### src/rtl/sudoku_pkg.sv
// Shared types and helpers for the Sudoku input front-end.
package sudoku_pkg;

  localparam int unsigned N     = 9;
  localparam int unsigned CELLS = 81;

  typedef enum logic [2:0] {
    ST_IDLE,
    ST_SEL,
    ST_WRITE,
    ST_HOLD,
    ST_SOLVE
  } state_e;

  // Flat board index: row-major, row*9+col.
  function automatic logic [6:0] cell_idx(input logic [3:0] row, input logic [3:0] col);
    return 7'(row) * 7'd9 + 7'(col);
  endfunction

endpackage

### src/rtl/sudoku_cell_hit.sv
// Pixel-to-cell mapping for the on-screen board using a comparator chain.
module sudoku_cell_hit
  import sudoku_pkg::*;
#(
  parameter int unsigned X0   = 160,
  parameter int unsigned Y0   = 80,
  parameter int unsigned CELL = 36
) (
  input  logic [9:0] px,
  input  logic [9:0] py,
  output logic [3:0] row,
  output logic [3:0] col,
  output logic       hit
);

  logic [31:0] px_w;
  logic [31:0] py_w;

  assign px_w = 32'(px);
  assign py_w = 32'(py);

  // Largest cell boundary not exceeding the cursor gives row/col; hit bounds the grid.
  always_comb begin
    row = '0;
    col = '0;
    for (int unsigned i = 0; i < N; i++) begin
      if (px_w >= X0 + i * CELL) col = 4'(i);
      if (py_w >= Y0 + i * CELL) row = 4'(i);
    end
    hit = (px_w >= X0) && (px_w < X0 + N * CELL) &&
          (py_w >= Y0) && (py_w < Y0 + N * CELL);
  end

endmodule

### src/rtl/sudoku_input_ctrl.sv
// Sequences mouse selection, digit writes and solve requests into the solver.
module sudoku_input_ctrl
  import sudoku_pkg::*;
#(
  parameter int unsigned BOARD_X0 = 160,
  parameter int unsigned BOARD_Y0 = 80,
  parameter int unsigned CELL     = 36,
  parameter int unsigned GAP      = 4,
  parameter int unsigned TIMEOUT  = 100000000
) (
  input  logic         clk,
  input  logic         rst_n,
  input  logic [9:0]   mouse_x,
  input  logic [9:0]   mouse_y,
  input  logic         mouse_left,
  input  logic         mouse_new_event,
  input  logic [3:0]   key_data,
  input  logic         key_enter,
  input  logic         solve_req,
  input  logic [80:0]  init_board_blank,
  input  logic         solver_valid,
  output logic         sel_valid,
  output logic [3:0]   sel_row,
  output logic [3:0]   sel_col,
  output logic [3:0]   wr_row,
  output logic [3:0]   wr_col,
  output logic [3:0]   wr_data,
  output logic         wr_pulse,
  output logic         start_pulse,
  output logic         busy,
  output logic         reject,
  output logic         solve_fail
);

  localparam int unsigned CNT_MAX = (TIMEOUT > GAP) ? TIMEOUT : GAP;
  localparam int unsigned CW      = $clog2(CNT_MAX + 1);

  state_e          state_q, state_d;
  state_e          ret_q, ret_d;
  logic            left_prev_q, left_prev_d;
  logic            sel_valid_q, sel_valid_d;
  logic [3:0]      sel_row_q, sel_row_d;
  logic [3:0]      sel_col_q, sel_col_d;
  logic [3:0]      wr_row_q, wr_row_d;
  logic [3:0]      wr_col_q, wr_col_d;
  logic [3:0]      wr_data_q, wr_data_d;
  logic            start_q, start_d;
  logic            reject_q, reject_d;
  logic            fail_q, fail_d;
  logic [CW-1:0]   cnt_q, cnt_d;

  logic            click;
  logic            go_solve;
  logic            hit;
  logic [3:0]      hit_row;
  logic [3:0]      hit_col;

  sudoku_cell_hit #(
    .X0  (BOARD_X0),
    .Y0  (BOARD_Y0),
    .CELL(CELL)
  ) u_hit (
    .px (mouse_x),
    .py (mouse_y),
    .row(hit_row),
    .col(hit_col),
    .hit(hit)
  );

  assign click = mouse_new_event & mouse_left & ~left_prev_q;

  // Next-state and command decode; solve_req outranks key_enter, which outranks clicks.
  always_comb begin
    state_d     = state_q;
    ret_d       = ret_q;
    left_prev_d = mouse_new_event ? mouse_left : left_prev_q;
    sel_valid_d = sel_valid_q;
    sel_row_d   = sel_row_q;
    sel_col_d   = sel_col_q;
    wr_row_d    = wr_row_q;
    wr_col_d    = wr_col_q;
    wr_data_d   = wr_data_q;
    start_d     = 1'b0;
    reject_d    = 1'b0;
    fail_d      = fail_q;
    cnt_d       = cnt_q;
    go_solve    = 1'b0;

    case (state_q)
      ST_IDLE: begin
        if (solve_req) begin
          go_solve = 1'b1;
        end else if (key_enter) begin
          reject_d = 1'b1;
        end else if (click && hit) begin
          sel_valid_d = 1'b1;
          sel_row_d   = hit_row;
          sel_col_d   = hit_col;
          state_d     = ST_SEL;
        end
      end
      ST_SEL: begin
        if (solve_req) begin
          go_solve = 1'b1;
        end else if (key_enter) begin
          if ((key_data > 4'd9) || !init_board_blank[cell_idx(sel_row_q, sel_col_q)]) begin
            reject_d = 1'b1;
          end else begin
            wr_row_d  = sel_row_q;
            wr_col_d  = sel_col_q;
            wr_data_d = key_data;
            state_d   = ST_WRITE;
          end
        end else if (click) begin
          if (hit) begin
            sel_row_d = hit_row;
            sel_col_d = hit_col;
          end else begin
            sel_valid_d = 1'b0;
            state_d     = ST_IDLE;
          end
        end
      end
      ST_WRITE, ST_HOLD: begin
        reject_d = key_enter | solve_req;
        // Misses are ignored here so the cooldown always lands back in SEL with a valid cell.
        if (click && hit) begin
          sel_row_d = hit_row;
          sel_col_d = hit_col;
        end
        if (state_q == ST_WRITE) begin
          state_d = ST_HOLD;
          cnt_d   = '0;
        end else if (cnt_q == CW'(GAP - 1)) begin
          state_d = ST_SEL;
          cnt_d   = '0;
        end else begin
          cnt_d = cnt_q + CW'(1);
        end
      end
      ST_SOLVE: begin
        reject_d = click | key_enter | solve_req;
        if (solver_valid) begin
          state_d = ret_q;
        end else if (cnt_q == CW'(TIMEOUT - 1)) begin
          fail_d  = 1'b1;
          state_d = ret_q;
        end else begin
          cnt_d = cnt_q + CW'(1);
        end
      end
      default: state_d = ST_IDLE;
    endcase

    if (go_solve) begin
      ret_d    = state_q;
      state_d  = ST_SOLVE;
      start_d  = 1'b1;
      cnt_d    = '0;
      fail_d   = 1'b0;
      reject_d = key_enter;
    end
  end

  // State and output registers.
  always_ff @(posedge clk or negedge rst_n) begin
    if (!rst_n) begin
      state_q     <= ST_IDLE;
      ret_q       <= ST_IDLE;
      left_prev_q <= 1'b0;
      sel_valid_q <= 1'b0;
      sel_row_q   <= '0;
      sel_col_q   <= '0;
      wr_row_q    <= '0;
      wr_col_q    <= '0;
      wr_data_q   <= '0;
      start_q     <= 1'b0;
      reject_q    <= 1'b0;
      fail_q      <= 1'b0;
      cnt_q       <= '0;
    end else begin
      state_q     <= state_d;
      ret_q       <= ret_d;
      left_prev_q <= left_prev_d;
      sel_valid_q <= sel_valid_d;
      sel_row_q   <= sel_row_d;
      sel_col_q   <= sel_col_d;
      wr_row_q    <= wr_row_d;
      wr_col_q    <= wr_col_d;
      wr_data_q   <= wr_data_d;
      start_q     <= start_d;
      reject_q    <= reject_d;
      fail_q      <= fail_d;
      cnt_q       <= cnt_d;
    end
  end

  assign sel_valid   = sel_valid_q;
  assign sel_row     = sel_row_q;
  assign sel_col     = sel_col_q;
  assign wr_row      = wr_row_q;
  assign wr_col      = wr_col_q;
  assign wr_data     = wr_data_q;
  assign wr_pulse    = (state_q == ST_WRITE);
  assign start_pulse = start_q;
  assign busy        = (state_q == ST_WRITE) || (state_q == ST_HOLD) || (state_q == ST_SOLVE);
  assign reject      = reject_q;
  assign solve_fail  = fail_q;

endmodule

### config.mk
export PLATFORM = sky130hd
export DESIGN_NAME = sudoku_input_ctrl
export DESIGN_NICKNAME = d
export VERILOG_FILES = /design/src/rtl/sudoku_pkg.sv /design/src/rtl/sudoku_cell_hit.sv /design/src/rtl/sudoku_input_ctrl.sv
export SDC_FILE = /design/constraint.sdc
export NUM_CORES = 1
export LEC_CHECK = 0
export ABC_CLOCK_PERIOD_IN_PS = 4600
export BUFFER_PORTS_ARGS = -buffer_cell sky130_fd_sc_hd__buf_4
export CAP_MARGIN = 20
export CORE_MARGIN = 2
export CORE_UTILIZATION = 52
export CTS_CLUSTER_DIAMETER = 50
export CTS_CLUSTER_SIZE = 20
export DETAILED_ROUTE_END_ITERATION = 12
export HOLD_SLACK_MARGIN = 0.12
export PLACE_DENSITY = 0.81
export SYNTH_ARGS = -nofsm -noshare
export SYNTH_HDL_FRONTEND = slang
export SYNTH_HIERARCHICAL = 1
export SYNTH_SLANG_ARGS = --single-unit
### constraint.sdc
create_clock -name clk -period 4.6 [get_ports clk]
set_clock_uncertainty 0.1 [all_clocks]
set_input_delay 1.15 -clock clk [delete_from_list [all_inputs] [get_ports clk]]
set_output_delay 1.15 -clock clk [all_outputs]
set_load 0.005 [all_outputs]
==> impl_summary.md <==
Run status
The run finished with clean final reports.

Timing
The final count of pins violating max slew is 0. In this run the tightest slew margin relative to its limit is 31.70%. The final count of negative-setup-slack endpoints is 0. For the final routed database, the setup TNS stands at 0 ns. For this run, the top clock speed supported by timing is 246.0 MHz.

At the pin with the least slew margin, the transition time is 1.023 ns. Across all hold checks on the routed design, the worst slack comes to 0.3920 ns. Counting I/O delays and the setup requirement, the final critical path takes 4.066 ns.

The post-route fraction of the period consumed by the critical path is 88.38%. The final hold violation count is 0. Setup repair after global routing left no endpoint under its margin.

Clock network
The number of buffers inserted by post-CTS setup repair is 0. The later pin in the worst-skew pair is clocked with a latency of 0.34 ns. The maximum buffer depth of the clock tree is 2.

In this run, post-CTS hold repair placed 0 buffers. The count of instances resized after the clock tree is built is 0. In this run the number of H-tree levels came out at 3. For this design, the sink count on the clock tree is 58.

Counting the buffers created by CTS gives 9. TritonCTS built the clock tree. The clock root buffer master is clkbuf_8.

After clock tree synthesis, the clock-pin slew on the worst setup and hold paths is 0.06 ns.

Synthesis
The number of flops mapped to enable cells by yosys is 0. In the synthesized netlist the dominant register cell turns out to be dfrtp_1. Yosys mapped the design onto 71 distinct sky130hd cell types.

The share of the synthesized area in the top cell type is 33.30%. The portion of the post-synthesis area used by sequential elements is 33.30%. The post-synthesis cell type with the largest combined area is dfrtp_1. The mapped cell area is 4359 um^2. The number of nets in the synthesized netlist is 575. In the post-synthesis netlist, the biggest area contributors are dfrtp_1, mux4_2, nor2_1.

The share of synthesized registers carrying an async set or reset is 100.0%. Yosys printed 6 warnings. The average cell area after synthesis is 9.687 um^2. Synthesis handed over a netlist of 450 instances.

In this run, synthesis produced a sequential element count of 58.

Pwr
Summed over all nets, the switching power comes to 0.8295 mW. Sequential cells account for 32.8% of the total power. Dividing total power by cell area gives a power density of 379.4 nW/um^2. The largest voltage drop on the vdd net is 0.0002553 V. In this run the static leakage power is 2.552 nW.

The switching power as a share of total power is 39.41%. Of the total power, the clock network draws 19.5%. The combinational fraction of design power is 47.7%. Internal power comes to 1.275 mW.

Final layout
The share of final-layout standard cells stronger than drive strength 1 is 33.51%. The share of the core filled with cells in the final layout is 67.86%. At the end of the flow, the number of nets in the layout was 700. Summing all multi-input logic gate instances after layout gives 2720 um^2. The antenna diode count is 0.

The layout has 623 filler cells. The sequential cell area is 1451 um^2. The area growth from synthesis to layout is 27.27%.

Global routing
The first global-routing pass estimated 18140 um of wire. Entering global routing, the biggest net connects 59 pins. Across every metal layer, demand over resource in global routing totals 25.51%. The number of antenna violations at the first check in global routing is 0. The via count of the first global-routing pass was 3887. The remaining global-route overflow is 0.

Placed design
Detailed placement ended at an HPWL of 8995 um. The number of buffers added on ports is 133. The congestion estimate from routability-driven global placement came to 0.9039.

Floorplan
The effective utilization at floorplan is 53.32%. The number of ports placed on the die boundary is 138. After floorplanning, the core was sized to cover 8175 um^2. The die is 95.56 um wide.

The floorplan has 33 rows. Measured along the y axis, the die boundary spans 95.56 um. The die covers 9132 um^2.

Setup path
The longest individual stage delay on the worst path is 0.75 ns. The critical path goes through ha_1, ha_1, fa_1, buf_4, mux4_2, nand3_1, nand4_1, mux2i_1, mux2i_1, o211ai_2, mux2_2. The worst setup path is captured at a flip-flop. The kind of critical path is reg -> reg. On the critical path, the stage with the largest delay is an instance of fa_1.

Of all nets on the critical path, the largest fanout is 12. The worst endpoint data arrival time is 4.19 ns. The number of buffers and inverters on the critical path is 1. The dominant delay contributor by cell family on the critical path is adder cells. Data on the critical path is required at its endpoint by 4.72 ns.

The type of origin of the critical path is a flip-flop.

Routing
After detailed routing, the average wire length per cell comes to 17.09 um. The post-route antenna net violation count is 0. The final wirelength is 11690 um. The initial DRC count is 352.

The first detailed-routing pass ran for 5 iterations. The number of remaining DRC errors is 0. The final route contains 4110 vias. The post-detailed-route via-to-cell ratio is 6.009.

Flow run
Across the run, the number of max-cap violations was 0.

Hold path
The type of the tightest min-delay check is reg -> reg.
==> cell type report <==
| type | count | area share, % |
|---|---|---|
| Inverter | 12 | 0.8119 |
| Timing Repair Buffer | 137 | 18.54 |
| Clock buffer | 13 | 2.864 |
| Sequential cell | 58 | 26.16 |
| Clock inverter | 2 | 0.2255 |
| Multi-Input combinational cell | 357 | 49.03 |
| Tap cell | 105 | 2.368 |
==> state kept, by name (all words and copies together) (netlist names) <==
name	count
cnt_q	27
sel_col	4
sel_row	4
wr_col	4
wr_data	4
wr_row	4
ret_q	3
state_q	3
left_prev_q	1
reject	1
sel_valid	1
solve_fail	1
start_pulse	1
==> power groups by stage <==
| stage | logic [mW] | registers [mW] | clock network, mW |
|---|---|---|---|
| final | 1.00 | 0.691 | 0.410 |
| after global routing | 1.10 | 0.705 | 0.442 |
| after CTS | 1.01 | 0.688 | 0.417 |
| after detailed placement | 1.00 | 0.696 | 0 |
| after global placement | 0.973 | 0.692 | 0 |
| after floorplan | 0.737 | 0.654 | 0 |
==> routing by layer <==
layer  routed length (um)  GRT usage [%]
met5                    0              0
met2                 5636          43.82
met1                 4797          30.71
met3                  885          5.534
met4                  370          11.19
==> cells in the mapped netlist, drive strengths merged, types with 3 or more instances <==
master and instances:
nor4 14, o21ai 20, a211oi 7, o32ai 3, xnor2 15, nor2 48
nand2b 3, nor2b 8, nor3 13, mux2 22, and2 4, a21o 3
and3 8, nor3b 5, and4 3, nand3 25, nand2 37, nand4 15
ha 12, dfrtp 58, inv 12, o211ai 4, a31oi 3, mux2i 5
clkbuf 6, mux4 20, xor2 10, buf 17, a21oi 12
==> final timing paths <==
kind / start / end / slack [ns] / depth (start not counted)
setup / recovery: sel_row[1] / wr_data[3] / 0.53 / 11
hold / removal: ret_q[1] / ret_q[1] / 0.39 / 1
setup reg to reg: sel_row[1] / wr_data[3] / 0.53 / 11
hold reg to reg: ret_q[1] / ret_q[1] / 0.39 / 1
max in group asynchronous: rst_n / cnt_q[15] / 3.17 / 1
min in group asynchronous: rst_n / solve_fail / 0.76 / 1
==> kinds of logic (layout without fill, tap and decap cells) <==
logic type	count (synthesis)	in the layout	synth area share (%)
and+or+nand+nor	193	193	23.11
AOI/OAI and AO/OA	79	79	13.03
DFF	58	58	33.30
muxes	47	47	17.16
buffers and inverters	35	164	4.305
xor gates and xnor gates	25	25	5.195
adders and majority gates	13	13	3.903
==> placed cells by master (no fill, tap or decap), types with 5 or more instances in the layout <==
master,instances
a211oi_1,6
a21oi_1,12
and3_1,8
buf_4,137
clkbuf_8,11
dfrtp_1,58
ha_1,12
inv_1,12
mux2_1,10
mux2_2,12
mux2i_1,5
mux4_2,20
nand2_1,37
nand3_1,25
nand4_1,14
nor2_1,48
nor2b_1,7
nor3_1,13
nor3b_1,5
nor4_1,13
o21ai_0,17
xnor2_1,15
xor2_1,9
==> through the flow <==
stage / total power [mW] / setup WS (ns) / std cells / cell area, um^2
floorplan: 1.391 / 1.144 / 450 / 4359
global placement: 1.665 / 0.6305 / 669 / 5376
detailed placement: 1.700 / 0.5425 / 669 / 5376
CTS: 2.113 / 0.5208 / 684 / 5548
global route: 2.244 / 0.3505 / 684 / 5548
finish: 2.105 / 0.5344 / 684 / 5548
(Power assumes the default switching activity.)
